<file path="src/rtl/lut_layer_sequencer_pkg.sv">
// lut_seq_pkg: shared types and constants for the LUT layer sequencer.
// Holds the sequencer FSM state encoding, the neuron geometry (6-input
// neurons with 64-bit truth tables) and the truth-table lookup helper.
package lut_seq_pkg;

  // Sequencer FSM states.
  typedef enum logic [1:0] {
    ST_IDLE = 2'd0,
    ST_EVAL = 2'd1,
    ST_DONE = 2'd2
  } seq_state_e;

  // Inputs per neuron and truth-table size (2**FANIN entries).
  localparam int FANIN      = 6;
  localparam int TABLE_BITS = 64;

  // Selects one of the FANIN inputs of a neuron.
  typedef logic [2:0] fanin_idx_t;

  // Address formed by the FANIN address bits of a neuron.
  typedef logic [FANIN-1:0] lut_addr_t;

  // Truth-table read: returns the table entry selected by addr.
  function automatic logic lut_lookup(input logic [TABLE_BITS-1:0] tbl,
                                      input lut_addr_t             addr);
    return tbl[addr];
  endfunction

endpackage

</file>
<file path="src/rtl/lut_layer_sequencer_if.sv">
// lut_seq_if: input-vector / output-result handshake bundle of the LUT
// layer sequencer. The sequencer uses the slave modport; the producer /
// consumer side uses the master modport.
interface lut_seq_if #(
  parameter int IN_WIDTH    = 16,
  parameter int NUM_NEURONS = 8
);
  logic                   in_valid;
  logic                   in_ready;
  logic [IN_WIDTH-1:0]    in_data;
  logic                   out_valid;
  logic                   out_ready;
  logic [NUM_NEURONS-1:0] out_data;
  logic                   busy;

  modport master (
    output in_valid, in_data, out_ready,
    input  in_ready, out_valid, out_data, busy
  );

  modport slave (
    input  in_valid, in_data, out_ready,
    output in_ready, out_valid, out_data, busy
  );
endinterface

</file>
<file path="src/rtl/lut_layer_sequencer_table.sv">
// lut_seq_table: per-neuron truth table and fan-in storage with a
// combinational read by neuron index.
// Optional feature macro: LUT_SEQ_CFG_WRITE_EN. When defined the contents
// live in registers loaded from TABLE_INIT/FANIN_INIT on reset and a write
// port updates one neuron per cycle; otherwise the contents are the
// parameter constants and the module is purely combinational.
module lut_seq_table
  import lut_seq_pkg::*;
#(
  parameter int NUM_NEURONS = 8,
  parameter int IDX_W       = 4,
  parameter int NEUR_W      = 3,
  parameter logic [NUM_NEURONS*TABLE_BITS-1:0]  TABLE_INIT = '0,
  parameter logic [NUM_NEURONS*FANIN*IDX_W-1:0] FANIN_INIT = '0
) (
`ifdef LUT_SEQ_CFG_WRITE_EN
  input  logic                     clk,
  input  logic                     rst_n,
  input  logic                     wr_en_i,
  input  logic [NEUR_W-1:0]        wr_neuron_i,
  input  logic [TABLE_BITS-1:0]    wr_table_i,
  input  logic [FANIN*IDX_W-1:0]   wr_fanin_i,
`endif
  input  logic [NEUR_W-1:0]        rd_neuron_i,
  output logic [TABLE_BITS-1:0]    rd_table_o,
  output logic [FANIN*IDX_W-1:0]   rd_fanin_o
);

`ifdef LUT_SEQ_CFG_WRITE_EN
  logic [TABLE_BITS-1:0]  table_q [NUM_NEURONS];
  logic [FANIN*IDX_W-1:0] fanin_q [NUM_NEURONS];

  // Reload contents from the parameters on reset; apply configuration writes.
  always_ff @(posedge clk) begin
    if (!rst_n) begin
      for (int n = 0; n < NUM_NEURONS; n++) begin
        table_q[n] <= TABLE_INIT[n*TABLE_BITS +: TABLE_BITS];
        fanin_q[n] <= FANIN_INIT[n*FANIN*IDX_W +: FANIN*IDX_W];
      end
    end else if (wr_en_i && (32'(wr_neuron_i) < NUM_NEURONS)) begin
      table_q[wr_neuron_i] <= wr_table_i;
      fanin_q[wr_neuron_i] <= wr_fanin_i;
    end else begin
      for (int n = 0; n < NUM_NEURONS; n++) begin
        table_q[n] <= table_q[n];
        fanin_q[n] <= fanin_q[n];
      end
    end
  end

  // Combinational read of the selected neuron's table and fan-in.
  always_comb begin
    rd_table_o = table_q[rd_neuron_i];
    rd_fanin_o = fanin_q[rd_neuron_i];
  end
`else
  // Combinational read of the selected neuron straight from the constants.
  always_comb begin
    rd_table_o = TABLE_INIT[32'(rd_neuron_i)*TABLE_BITS +: TABLE_BITS];
    rd_fanin_o = FANIN_INIT[32'(rd_neuron_i)*FANIN*IDX_W +: FANIN*IDX_W];
  end
`endif

endmodule

</file>
<file path="src/rtl/lut_layer_sequencer.sv">
// lut_layer_sequencer: evaluates one layer of 6-input LUT neurons, one
// neuron per clock, over a captured input vector.
// Flow: IDLE accepts a vector, EVAL walks neurons 0..NUM_NEURONS-1 writing
// one result bit per cycle, DONE presents the result until it is consumed.
// Optional feature macro: LUT_SEQ_CFG_WRITE_EN adds the cfg_* write port
// for updating a neuron's table and fan-in while IDLE.
module lut_layer_sequencer
  import lut_seq_pkg::*;
#(
  parameter int NUM_NEURONS = 8,
  parameter int IN_WIDTH    = 16,
  localparam int IDX_W      = (IN_WIDTH > 1) ? $clog2(IN_WIDTH) : 1,
  localparam int NEUR_W     = (NUM_NEURONS > 1) ? $clog2(NUM_NEURONS) : 1,
  parameter logic [NUM_NEURONS*TABLE_BITS-1:0]  TABLE_INIT = '0,
  parameter logic [NUM_NEURONS*FANIN*IDX_W-1:0] FANIN_INIT = '0
) (
  input  logic                   clk,
  input  logic                   rst_n,
`ifdef LUT_SEQ_CFG_WRITE_EN
  input  logic                   cfg_we,
  input  logic [NEUR_W-1:0]      cfg_neuron,
  input  logic [TABLE_BITS-1:0]  cfg_table,
  input  logic [FANIN*IDX_W-1:0] cfg_fanin,
`endif
  lut_seq_if.slave               bus
);

  localparam logic [NEUR_W-1:0] LAST_NEURON = NEUR_W'(NUM_NEURONS - 1);

  seq_state_e             state_q, state_d;
  logic [NEUR_W-1:0]      cnt_q, cnt_d;
  logic [IN_WIDTH-1:0]    in_q, in_d;
  logic [NUM_NEURONS-1:0] out_q, out_d;

  logic [TABLE_BITS-1:0]  tbl_s;
  logic [FANIN*IDX_W-1:0] fan_s;
  lut_addr_t              addr_s;
  logic                   cfg_wr_s;
  logic                   in_ready_s;

`ifdef LUT_SEQ_CFG_WRITE_EN
  // Configuration writes only take effect while no pass is in flight.
  assign cfg_wr_s = cfg_we && (state_q == ST_IDLE);

  lut_seq_table #(
    .NUM_NEURONS (NUM_NEURONS),
    .IDX_W       (IDX_W),
    .NEUR_W      (NEUR_W),
    .TABLE_INIT  (TABLE_INIT),
    .FANIN_INIT  (FANIN_INIT)
  ) u_table (
    .clk         (clk),
    .rst_n       (rst_n),
    .wr_en_i     (cfg_wr_s),
    .wr_neuron_i (cfg_neuron),
    .wr_table_i  (cfg_table),
    .wr_fanin_i  (cfg_fanin),
    .rd_neuron_i (cnt_q),
    .rd_table_o  (tbl_s),
    .rd_fanin_o  (fan_s)
  );
`else
  assign cfg_wr_s = 1'b0;

  lut_seq_table #(
    .NUM_NEURONS (NUM_NEURONS),
    .IDX_W       (IDX_W),
    .NEUR_W      (NEUR_W),
    .TABLE_INIT  (TABLE_INIT),
    .FANIN_INIT  (FANIN_INIT)
  ) u_table (
    .rd_neuron_i (cnt_q),
    .rd_table_o  (tbl_s),
    .rd_fanin_o  (fan_s)
  );
`endif

  // Gather the current neuron's address bits; indices past the input width read 0.
  always_comb begin
    addr_s = '0;
    for (int i = 0; i < FANIN; i++) begin
      if (32'(fan_s[i*IDX_W +: IDX_W]) < IN_WIDTH) begin
        addr_s[i] = in_q[fan_s[i*IDX_W +: IDX_W]];
      end else begin
        addr_s[i] = 1'b0;
      end
    end
  end

  // FSM next state, neuron counter, input capture and result bit update.
  always_comb begin
    state_d    = state_q;
    cnt_d      = cnt_q;
    in_d       = in_q;
    out_d      = out_q;
    in_ready_s = 1'b0;
    case (state_q)
      ST_IDLE: begin
        in_ready_s = ~cfg_wr_s;
        if (bus.in_valid && in_ready_s) begin
          in_d    = bus.in_data;
          cnt_d   = '0;
          state_d = ST_EVAL;
        end else begin
          state_d = ST_IDLE;
        end
      end
      ST_EVAL: begin
        out_d[cnt_q] = lut_lookup(tbl_s, addr_s);
        if (cnt_q == LAST_NEURON) begin
          cnt_d   = '0;
          state_d = ST_DONE;
        end else begin
          cnt_d   = cnt_q + 1'b1;
          state_d = ST_EVAL;
        end
      end
      ST_DONE: begin
        if (bus.out_ready) begin
          state_d = ST_IDLE;
        end else begin
          state_d = ST_DONE;
        end
      end
      default: begin
        state_d = ST_IDLE;
        cnt_d   = '0;
      end
    endcase
  end

  // State and datapath registers with synchronous active-low reset.
  always_ff @(posedge clk) begin
    if (!rst_n) begin
      state_q <= ST_IDLE;
      cnt_q   <= '0;
      in_q    <= '0;
      out_q   <= '0;
    end else begin
      state_q <= state_d;
      cnt_q   <= cnt_d;
      in_q    <= in_d;
      out_q   <= out_d;
    end
  end

  assign bus.in_ready  = in_ready_s;
  assign bus.out_valid = (state_q == ST_DONE);
  assign bus.busy      = (state_q != ST_IDLE);
  assign bus.out_data  = out_q;

endmodule

</file>
<file path="src/flat_wrapper.sv">
// flat-port wrapper written by rule: the top's interface ports become plain ports
module lut_layer_sequencer_flat import lut_seq_pkg::*;
#(
  parameter int NUM_NEURONS = 8,
  parameter int IN_WIDTH    = 16,
  localparam int IDX_W      = (IN_WIDTH > 1) ? $clog2(IN_WIDTH) : 1,
  localparam int NEUR_W     = (NUM_NEURONS > 1) ? $clog2(NUM_NEURONS) : 1,
  parameter logic [NUM_NEURONS*TABLE_BITS-1:0]  TABLE_INIT = '0,
  parameter logic [NUM_NEURONS*FANIN*IDX_W-1:0] FANIN_INIT = '0
)
  (clk, rst_n, bus_in_valid, bus_in_data, bus_out_ready, bus_in_ready, bus_out_valid, bus_out_data, bus_busy);
  lut_seq_if #(.IN_WIDTH(IN_WIDTH), .NUM_NEURONS(NUM_NEURONS)) bus_i ();
  input  logic clk;
  input  logic rst_n;
  input wire logic [$bits(bus_i.in_valid)-1:0] bus_in_valid;
  input wire logic [$bits(bus_i.in_data)-1:0] bus_in_data;
  input wire logic [$bits(bus_i.out_ready)-1:0] bus_out_ready;
  output wire logic [$bits(bus_i.in_ready)-1:0] bus_in_ready;
  output wire logic [$bits(bus_i.out_valid)-1:0] bus_out_valid;
  output wire logic [$bits(bus_i.out_data)-1:0] bus_out_data;
  output wire logic [$bits(bus_i.busy)-1:0] bus_busy;
  assign bus_i.in_valid = bus_in_valid;
  assign bus_i.in_data = bus_in_data;
  assign bus_i.out_ready = bus_out_ready;
  assign bus_in_ready = bus_i.in_ready;
  assign bus_out_valid = bus_i.out_valid;
  assign bus_out_data = bus_i.out_data;
  assign bus_busy = bus_i.busy;
  lut_layer_sequencer #(.NUM_NEURONS(NUM_NEURONS), .IN_WIDTH(IN_WIDTH), .TABLE_INIT(TABLE_INIT), .FANIN_INIT(FANIN_INIT)) u_core (.clk(clk), .rst_n(rst_n), .bus(bus_i));
endmodule
</file>
<file path="config.mk">
export PLATFORM = sky130hd
export DESIGN_NAME = lut_layer_sequencer_flat
export DESIGN_NICKNAME = d
export VERILOG_FILES = /design/src/rtl/lut_layer_sequencer_pkg.sv /design/src/rtl/lut_layer_sequencer_if.sv /design/src/rtl/lut_layer_sequencer_table.sv /design/src/rtl/lut_layer_sequencer.sv /design/src/flat_wrapper.sv
export SDC_FILE = /design/constraint.sdc
export NUM_CORES = 1
export LEC_CHECK = 0
export CAP_MARGIN = 15
export CORE_AREA = 4 4 41 43
export DETAILED_ROUTE_END_ITERATION = 6
export DIE_AREA = 0 0 45 47
export MAX_ROUTING_LAYER = met4
export PLACE_DENSITY = 0.73
export SETUP_SLACK_MARGIN = 0.02
export SLEW_MARGIN = 20
export SYNTH_ARGS = -nofsm -noshare
export SYNTH_HDL_FRONTEND = slang
export SYNTH_SLANG_ARGS = --single-unit
</file>
<file path="constraint.sdc">
create_clock -name clk -period 1.1 [get_ports clk]
set_input_delay 0.275 -clock clk [delete_from_list [all_inputs] [get_ports clk]]
set_output_delay 0.275 -clock clk [all_outputs]
set_load 0.02 [all_outputs]
</file>
==> impl_metrics.ini <==
[synth]
synthTopCellsByArea = dfxtp_1, buf_4, ha_1, inv_1, nand2_1
synthCells = 38
seq_area_frac_synth_pct = 31.4
yosysTopAreaCell = dfxtp_1
yosysWarnings = 0
synth_top_area_share_pct = 31.4
yosys_register_bits = 5
avgSynthCellArea_um2 = 8.40
synth_edf_count = 0
async_reset_ff_share_pct = 0
synthFlopType = dfxtp_1
ys_types = 17
synthesis.area_um2 = 319

[layout]
diodes = 0
fillers = 142
layout.nets = 72
syn2layout_area_growth_pct = 35.3
drive_gt1_share_pct = 36.7
final_cells = 64
utilization_pct = 33.2

[route]
remaining_drc_errors = 0
wl_um = 535
wl_per_cell_um = 8.36
m1WireLength_um = 212
route.met2.wl_um = 241
dr.pass1.iters = 1
vias_per_cell = 3.95
ant_nets = 0
wl_met3_um = 75
dr.first_iter.drc_count = 0
top_layer = met4
vias = 253

[placed_design]
dpl.hpwl_um = 417
gp_congestion = 0.748
dp_slack_ns = -0.307
portBuffers = 6
placed_cells = 60

[critical_path]
cp-startpoint = u_core.state_q[1]
critPathMaxStageDelay_ns = 0.34
r2r_start = u_core.cnt_q[0]
path_cells = nor2b_4 -> buf_6
critical_path_arrival_ns = 0.85
cp-end-kind = output port
critPathRequiredTime_ns = 0.82
startpoint_type = register
path_max_fanout = 3
cp_slowest_cell = dfxtp_2
criticalPathCategory = reg2out

[grt]
grt_antenna_before_repair = 0
track_usage_pct = 5.97
gr-total-overflow = 0
grt_max_degree = 8
grt_pass1_wl_um = 793
grt_pass1_vias = 208

[sta]
rsz0062_at_grt = yes
fin_skew_ns = 0.00389
finalWorstSetupSlack_ns = -0.0239
timing.fmax_ghz = 0.890
finalHoldViolCount = 0
period_share_pct = 102
drv_slew = 0
fin_setup_tns_ns = -0.0561
setup_viol = 3
period_minus_slack_ns = 1.12

[outcome]
status = finished, violations left
violations = setup timing

[die]
initial_core_util_pct = 24.5
io_pins = 31
core_um2 = 1300
fp.dieW_um = 45
die_h_um = 47
row_count = 13
dieArea_um2 = 2120

[cts]
path_clk_slew_ns = 0.04
clock_path_buffers = 2
cts_root_buf = clkbuf_4
clk_latency_ns = 0.24
cts_tree = done
clock-sinks = 5
htree_levels = 1
cts_made_buffers = 3

[pwr]
peakVddDrop_mv = 0.637
leakagePower_nw = 0.187
p_per_area_nw_per_um2 = 1140

[min_path]
hold_class = reg2reg
hold_start = u_core.cnt_q[1]

[flow_run]
drv_cap = 0
## Yosys cell counts, types with 2 or more instances
cell type and count:
dfxtp_1 5, nor2b_1 2, buf_4 8, nand2_1 4, inv_1 5, ha_1 2
o22ai_1 2
## cell usage in the layout, fill, tap and decap left out, types with 2 or more instances in the layout
cell / netlist / layout
conb_1: 1 / 8
buf_6: 0 / 2
dfxtp_2: 0 / 3
o22ai_1: 2 / 2
clkbuf_4: 0 / 3
inv_1: 5 / 4
clkdlybuf4s50_1: 0 / 3
nand2_1: 4 / 4
buf_4: 8 / 2
dfxtp_1: 5 / 2
## per-stage QoR
stage	cell area [µm²]	hold WS, ns	total power, mW
after floorplan	348	0.393	0.275
after global placement	382	0.461	0.284
after detailed placement	382	0.472	0.286
after CTS	419	0.483	0.507
after global routing	432	0.515	0.533
final	432	0.481	0.494
## cell families after synthesis
kind of cell               after synthesis  synth area share, %
adders and majority gates                2                 7.84
other                                    1                 1.18
muxes                                    1                 3.14
and+or+nand+nor                         10                 18.0
DFF                                      5                 31.4
buffers and inverters                   13                 24.7
AOI/OAI and AO/OA                        6                 13.7
## report_power, final
group	switching, mW	internal (mW)
clock	0.0725	0.137
combinational	0.0537	0.0344
sequential	0.00667	0.190
total	0.133	0.361
## layout make-up
type | instances | area, µm² | share of cell area (%)
multi-input cells | 27 | 191 | 44.3
flip-flops and latches | 5 | 104 | 24.1
well taps | 15 | 18.8 | 4.35
clock buffers | 4 | 26.3 | 6.09
repair buffers | 8 | 72.6 | 16.8
inverters | 5 | 18.8 | 4.35
## layer usage
layer	up-vias	track usage (%)
li1	129	-
met1	111	5.26
met2	11	8.19
met3	2	5.75
met4	0	3.51
met5	-	-
## worst max-delay path: cells and delay by family (launching register included)
kind,cells,cell delay (ns)
and+or+nand+nor,1,0.15
buffers and inverters,1,0.12
DFF,1,0.34
## path summary, 6_finish.rpt
kind,endpoint,slack [ns],depth (start not counted)
worst max-delay path,bus_out_valid,-0.02,2
worst min-delay path,u_core.cnt_q[1],0.48,2
worst max register to register,u_core.state_q[1],0.07,5
worst min register to register,u_core.cnt_q[1],0.48,2
## sequential cells by signal, summed over array words and instances, names as in the netlist
| signal | count |
|---|---|
| u_core.cnt_q | 3 |
| u_core.state_q | 2 |
## timing repair
item / 4_1_cts / 5_1_grt
setup buffers: 0 / 0
hold buffers: 0 / 0
endpoints found under the hold margin: 0 / 0
pin swaps: 2 / 1
gates resized for setup: 23 / 2
setup endpoints to repair: 5 / 7
cloned: 0 / 0
Power figures use the tool's default switching activity.
